**src/rtl/call_scheduler.sv**
```systemverilog
// Elevator hall-call scheduler: latches call-button rising edges, picks the next
// target floor with a SCAN rule and supervises the trip with dwell and timeout counters.
module call_scheduler #(
   parameter int unsigned DWELL   = 8,
   parameter int unsigned TIMEOUT = 200
) (
   input  logic       clock,
   input  logic       reset,
   input  logic [3:0] call_button,
   input  logic [1:0] current_floor,
   input  logic       car_idle,
   output logic [3:0] target_key,
   output logic [3:0] call_lamp,
   output logic       going_up,
   output logic       fault
);

   localparam int unsigned NF  = 4;
   localparam int unsigned FW  = 2;
   localparam int unsigned TCW = 8;
   localparam int unsigned DCW = (DWELL > 1) ? $clog2(DWELL) : 1;

   typedef enum logic [1:0] {
      IDLE,
      TRAVEL,
      ARRIVED
   } state_t;

   state_t          state_q, state_d;
   logic [NF-1:0]   btn_q;
   logic [NF-1:0]   pending_q, pending_d;
   logic [FW-1:0]   target_q, target_d;
   logic [NF-1:0]   key_q, key_d;
   logic            up_q, up_d;
   logic            fault_q, fault_d;
   logic [TCW-1:0]  tcnt_q, tcnt_d;
   logic [DCW-1:0]  dcnt_q, dcnt_d;

   logic [NF-1:0]   rise;
   logic [NF-1:0]   clr;
   logic [NF-1:0]   above, below;
   logic [FW-1:0]   lo_above, hi_below, pick;
   logic            pick_up;

   assign rise = call_button & ~btn_q;

   // Pending calls split around the current floor, nearest candidate on each side
   always_comb begin
      above    = '0;
      below    = '0;
      lo_above = '0;
      hi_below = '0;
      for (int i = 0; i < int'(NF); i++) begin
         if (FW'(i) > current_floor) above[i] = pending_q[i];
         if (FW'(i) < current_floor) below[i] = pending_q[i];
      end
      for (int i = int'(NF) - 1; i >= 0; i--) begin
         if (above[i]) lo_above = FW'(i);
      end
      for (int i = 0; i < int'(NF); i++) begin
         if (below[i]) hi_below = FW'(i);
      end
   end

   // SCAN choice: keep direction if a call lies ahead, otherwise reverse
   always_comb begin
      pick    = '0;
      pick_up = up_q;
      if (up_q) begin
         if (|above) begin
            pick = lo_above;
         end else begin
            pick    = hi_below;
            pick_up = 1'b0;
         end
      end else begin
         if (|below) begin
            pick = hi_below;
         end else begin
            pick    = lo_above;
            pick_up = 1'b1;
         end
      end
   end

   always_comb begin
      state_d  = state_q;
      target_d = target_q;
      key_d    = key_q;
      up_d     = up_q;
      fault_d  = 1'b0;
      tcnt_d   = tcnt_q;
      dcnt_d   = dcnt_q;
      clr      = '0;
      case (state_q)
         IDLE: begin
            key_d = '0;
            if (car_idle) begin
               if (pending_q[current_floor]) begin
                  clr[current_floor] = 1'b1;
               end else if (|pending_q) begin
                  state_d  = TRAVEL;
                  target_d = pick;
                  up_d     = pick_up;
                  key_d    = NF'(1) << pick;
                  tcnt_d   = '0;
               end
            end
         end
         TRAVEL: begin
            if (current_floor == target_q) begin
               state_d       = ARRIVED;
               key_d         = '0;
               clr[target_q] = 1'b1;
               dcnt_d        = '0;
            end else if (tcnt_q == TCW'(TIMEOUT - 1)) begin
               state_d = IDLE;
               key_d   = '0;
               fault_d = 1'b1;
            end else begin
               tcnt_d = tcnt_q + TCW'(1);
            end
         end
         ARRIVED: begin
            key_d = '0;
            if (dcnt_q == DCW'(DWELL - 1)) begin
               state_d = IDLE;
            end else begin
               dcnt_d = dcnt_q + DCW'(1);
            end
         end
         default: begin
            state_d = IDLE;
            key_d   = '0;
         end
      endcase
   end

   // Clearing a served floor overrides a coincident new press of that floor
   assign pending_d = (pending_q | rise) & ~clr;

   always_ff @(posedge clock or negedge reset) begin
      if (!reset) begin
         state_q   <= IDLE;
         btn_q     <= '0;
         pending_q <= '0;
         target_q  <= '0;
         key_q     <= '0;
         up_q      <= 1'b1;
         fault_q   <= 1'b0;
         tcnt_q    <= '0;
         dcnt_q    <= '0;
      end else begin
         state_q   <= state_d;
         btn_q     <= call_button;
         pending_q <= pending_d;
         target_q  <= target_d;
         key_q     <= key_d;
         up_q      <= up_d;
         fault_q   <= fault_d;
         tcnt_q    <= tcnt_d;
         dcnt_q    <= dcnt_d;
      end
   end

   assign target_key = key_q;
   assign call_lamp  = pending_q;
   assign going_up   = up_q;
   assign fault      = fault_q;

endmodule
```
**config.mk**
```make
export PLATFORM = sky130hd
export DESIGN_NAME = call_scheduler
export DESIGN_NICKNAME = d
export VERILOG_FILES = /design/src/rtl/call_scheduler.sv
export SDC_FILE = /design/constraint.sdc
export NUM_CORES = 1
export LEC_CHECK = 0
export ABC_AREA = 1
export CORE_ASPECT_RATIO = 2
export CORE_UTILIZATION = 40
export CTS_CLUSTER_DIAMETER = 30
export DETAILED_ROUTE_END_ITERATION = 6
export PLACE_DENSITY = 0.59
export SLEW_MARGIN = 20
export SYNTH_ARGS = -nofsm -noshare
export SYNTH_HDL_FRONTEND = slang
export SYNTH_SLANG_ARGS = --single-unit
```
**constraint.sdc**
```tcl
create_clock -name clock -period 2.7 [get_ports clock]
set_clock_uncertainty 0.2 [all_clocks]
set_input_delay 0.54 -clock clock [delete_from_list [all_inputs] [get_ports clock]]
set_output_delay 0.54 -clock clock [all_outputs]
set_load 0.1 [all_outputs]
```
# Yosys cells after proc, flatten, opt, wreduce, memory -nomap -nowiden
# Index checks and enable logic that the tools add are counted.
[classes] add_sub_neg=2 order_cmp=12 n_eq_ne=14 shift=1 muxes=56 bitwise=6 reduce_logical=12
[op_table] operator="2-to-1 mux 8 bit" count=5
[op_table] operator="2-to-1 mux 4 bit" count=8
[op_table] operator="2-to-1 mux 2 bit" count=15
[op_table] operator="2-to-1 mux 1 bit" count=18
[op_table] operator="inequality test 2 bit (second input constant)" count=8
[op_table] operator="case mux 4 bit (2 select lines)" count=2
[op_table] operator="case mux 8 bit (2 select lines)" count=1
[op_table] operator="OR reduction 4 bit" count=3
[op_table] operator="adder 8 x 1 -> 8 bit (second input constant)" count=1
[op_table] operator="AND 4 bit" count=2
[op_table] operator="equality test 8 bit (second input constant)" count=1
[op_table] operator="inverter 4 bit" count=2
[op_table] operator="< comparator 2 x 3 -> 1 bit (second input constant)" count=2
[op_table] operator="2-to-1 mux 3 bit" count=2
[op_table] operator="case mux 2 bit (3 select lines)" count=1
[op_table] operator="case mux 3 bit (2 select lines)" count=1
[op_table] operator="AND reduction 6 bit" count=1
[op_table] operator="AND reduction 5 bit" count=1
[op_table] operator="demux 1 bit (select 2 bit)" count=2
[op_table] operator="greater-or-equal comparator 2 x 1 -> 1 bit (second input constant)" count=2
[op_table] operator="greater-than comparator 1 x 2 -> 1 bit (first input constant)" count=2
[op_table] operator="greater-than comparator 2 bit (first input constant)" count=2
[op_table] operator="< comparator 1 x 2 -> 1 bit (first input constant)" count=2
[op_table] operator="< comparator 2 bit (first input constant)" count=2
[op_table] operator="other kinds (15)" count=17
[totals] ff_bits=29 in_bits=9 output_inout_bits=10 wordCells=112

# Logic depth before layout (Yosys ltp)
[logic_depth] ltp_word=13 depth_mapped=10 mapped_depth_nobuf=10

# Worst setup path after synthesis
# OpenSTA, ideal clock, no wires.
[synth_path] path_type="reg-to-reg" start="reg pending_q[0] (netlist: call_lamp[0])" end="reg tcnt_q[4]" setup_ps=117 arrival_time_ps=1690 required_ps=2383 slack_ps=693 path_stages_with_launch=10 n_path_buf=0 synth_period_minus_slack_ps=2007 cell_sequence="dfrtp_1 inv_1 nand2_1 nor3_1 nand2_1 nand2_1 inv_1 nand3_4 nand2_1 nand2_1"
[synth_via] elab_chain_len=4 elab_cells_between_ends=6 classes_between="eq/ne (2); mux (2); reduce/logical (2)"
[synth_rtl] item="start: declaration" line="31" rtl="logic [NF-1:0] pending_q, pending_d;"
[synth_rtl] item="start signal: assignment" line="156" rtl="pending_q <= pending_d;"
[synth_rtl] item="binary-select mux 1 bit (select 2 bit)" line="99" rtl="if (pending_q[current_floor]) begin"
[synth_rtl] item="2-to-1 mux 1 bit (not written as such)" line="99"
[synth_rtl] item="inequality test 2 bit (no source line)"
[synth_rtl] item="AND reduction 6 bit (no source line) *"
[synth_rtl] item="end signal: assignment" line="161" rtl="tcnt_q <= tcnt_d;"
[synth_rtl] item="end: declaration" line="36" rtl="logic [TCW-1:0] tcnt_q, tcnt_d;"
# Every way passes the cells marked *; elsewhere a longest branch is shown, timed or not. The select of a mux whose other input is x is not followed.
# A chain may end at the register's enable or synchronous reset.

# Worst setup path in the final report
[layout_path] start="in current_floor[1]" end="reg tcnt_q[2]"
[layout_via] elab_chain_len=4 elab_cells_between_ends=6 classes_between="eq/ne (3); mux (2); reduce/logical (1)"
[layout_rtl] item="start: declaration" line="10" rtl="input logic [1:0] current_floor,"
[layout_rtl] item="binary-select mux 1 bit (select 2 bit)" line="99"
[layout_rtl] item="2-to-1 mux 1 bit (not written as such)" line="99"
[layout_rtl] item="inequality test 2 bit (no source line)"
[layout_rtl] item="AND reduction 6 bit (no source line) *"
# Marks and branches as above.

==> summary.md <==
| Metric | Value |
|---|---|
| Via density | 4.82 |
| Cell row count | 32 |
| Top cell family by delay on the critical path | simple AND/OR/NAND/NOR gates |
| Final Slew Violations | 0 |
| Top-area cell type share of the netlist area | 41.9% |
| Crit-path slowest cell | clkdlybuf4s50_1 |
| Sequential-to-total area share from yosys stat | 43.5% |
| Via count | ~1.5k |
| MaxCap Viol Count | 0 |
| Hold WS | between 0.2 and 0.3 ns |
| First-pass GRT wire length | 6130 µm |
| Avg Cell Area, Syn | 7.43 µm² |
| Placed inst area | 1910 µm² |
| Global Route Usage Sum | 19.4% |
| Post-synthesis register bit count | 29 |
| Tcrit/Tclk final | 76.8% |
| Die Y | 93.5 µm |
| Core area | 3920 µm² |
| CP peak stage delay | ~0.62 ns |
| Area Growth Syn to Fin | 20.9% |
| Fillcell total | 417 |
| Worst-case clock buffer depth | 2 |
| Arrival time worst endpoint | about 2 ns |
| Setup-failing EPs final | 0 |
| I/O pins | 19 |
| Critical R2R Launch | tcnt_q[0] |
| CTS resizes | 0 |
| Tightest Pin Transition | 0.363 ns |
| DRC errors left | 0 |
| Post-Layout Cell Count | 304 |
| Pwr/cell area | 1070 nW/µm² |
| Setup tns final | 0 ns |
| WL per Instance | 12.1 µm |
| CP startpoint | current_floor[1] |
| Clk_lat worst skew | 0.28 ns |
| Cell area after layout | between 2000 and 2500 µm² |
| Buffer count from post-CTS setup fixing | 0 |
| Leakage power | 1.07 nW |
| WP buf/inv | 2 |
| Mapped Area | around 1700 µm² |
| Initial antenna violation count | 0 |
| Antenna cells | 0 |
| Post-synth top cells | 80 x nand2_1, 28 x dfrtp_1, 23 x inv_1 |
| Total grt overflow | 0 |
| Top FF cell, synth | dfrtp_1 |
| Status | finished, final reports clean |
| Synth Warn # | 0 |
| Dpl cells | 296 |
| Cell count after synthesis | 225 |
| Final ANT Viol Nets | 0 |
| Worst VDD drop | slightly above 0.0007 V |
| Unique masters post-synth | 26 |
| Clk sink count | 29 |
| Hold Crit Class | register to register |
| Leading area contributor after synthesis | dfrtp_1 |
| Final Critical Period | a little over 2 ns |
| Hold_sp | target_key[0] |
| TritonCTS Buffers | 5 |
| Number of global-route vias before repair | 1461 |
| CTS HTree Levels | 2 |
| Crit Path Category | input pin to register |
| Total Wirelength | 3680 µm |
| CTS tree | done |
| Die X | about 48 µm |
| Detail Placement HPWL | 2850 µm |
| Hold buffer count at CTS | 0 |
| GPL Wtd Cong | about 0.9 |
| Clock-pin slew on the worst setup and hold paths | around 0.060 ns |
| Port Buffer Count | 18 |
| Initial DRT Pass Iterations | 4 |
| Max-slew headroom at the worst pin | 75.8% |
| RSZ-0062 raised after global routing | no |
| Ys async rst share | 100% |
| Largest net degree at the start of global routing | 30 |
| Layout cell share with drive strength beyond 1 | a little under a fifth |
| Number of synthesized flops with an enable pin | 0 |
| Die area | around 4500 µm² |
| CP max FO | 9 |
| Final hold violations | 0 |
| Clock Root Buffer | clkbuf_8 |
| Count leader, synth | nand2_1 |
| Iter 0 DRT Violations | 29 |
| Main area contributors after synthesis | dfrtp_1 42%, nand2_1 18%, nand3_1 5.4% |
| Fmax | 483 MHz |
| Starting Density | between 40% and 50% |
| Nets@finish | about 260 |
| Critical Path RT | 2.67 ns |
| Syn_nets | between 200 and 250 |
| Startpoint Class | input pin |
| Critical-path cell list | clkdlybuf4s50_1 -> nor2_1 -> nand2_2 -> nand2_2 -> nor2_4 -> inv_4 -> nand2_8 -> nand3_4 -> nand2_1 -> nand2_1 |
| Tot Pwr | 2.17 mW |
| Worst setup EP type | register |
through the flow:
stage | util (%) | setup slack [ns]
floorplan | - | 0.693
global placement | 48.6 | 0.336
detailed placement | 48.6 | 0.349
CTS | 51.6 | 0.643
global route | 51.6 | 0.486
finish | 51.6 | 0.628
cell type report:
class | count | area [µm²] | share of cell area [%]
Inverter | 29 | 111 | 5.50
Clock buffer | 7 | 86.3 | 4.27
Multi-Input combinational cell | 167 | 835 | 41.2
Timing Repair Buffer | 20 | 170 | 8.41
Clock inverter | 1 | 30.0 | 1.48
Sequential cell | 29 | 727 | 35.9
Tap cell | 51 | 63.8 | 3.15
placed cells by master, fill, tap and decap left out, types with 2 or more instances in the layout:
cell	netlist	routed
nand2_1	80	80
a21oi_1	7	7
ha_1	3	3
nand3_1	18	18
nor2_4	5	5
nor2_1	22	22
inv_1	23	23
o22ai_1	2	2
inv_2	5	5
nand2_2	11	11
clkbuf_8	0	6
nor3b_1	2	2
o21ai_0	4	4
dfrtp_1	28	28
buf_4	0	12
clkdlybuf4s50_1	0	8
nor2_2	2	2
nor3_1	2	2
layer usage:
layer / up-vias / GRT usage, % / routed length [µm]
met1: 680 / 20.0 / 1370
met2: 21 / 34.8 / 2130
met3: 8 / 2.51 / 75
li1: 755 / - / -
met4: 0 / 9.72 / 97
met5: - / 0 / 0
sequential cells by signal (all words and copies together) (netlist names):
name / count
tcnt_q: 8
btn_q: 4
call_lamp: 4
target_key: 4
dcnt_q: 3
state_q: 2
target_q: 2
fault: 1
going_up: 1
cell families after synthesis:
kind of cell / synth area share [%]
compound gates: 6.28
xor+xnor: 0.524
fa+ha+maj: 2.24
buf+inv: 6.66
flops: 43.5
simple gates: 40.8
power by group:
group / internal (mW) / total (mW) / switching (mW)
clock network: 0.300 / 0.460 / 0.160
registers: 0.544 / 0.668 / 0.124
logic: 0.275 / 1.05 / 0.771
tightest hold or removal path: stages, from the launching register on:
cell	delay [ns]
dfrtp_1	0.34
nand2_1	0.06
nand2_1	0.05
final timing paths:
kind	slack, ns	endpoint	cells after the start
setup reg to reg	0.98	target_key[3]	9
max in group asynchronous	1.54	going_up	2
hold reg to reg	0.28	target_key[0]	2
hold / removal	0.28	target_key[0]	2
min in group asynchronous	0.45	dcnt_q[0]	2
setup / recovery	0.63	tcnt_q[2]	10
Power figures use the tool's default switching activity.
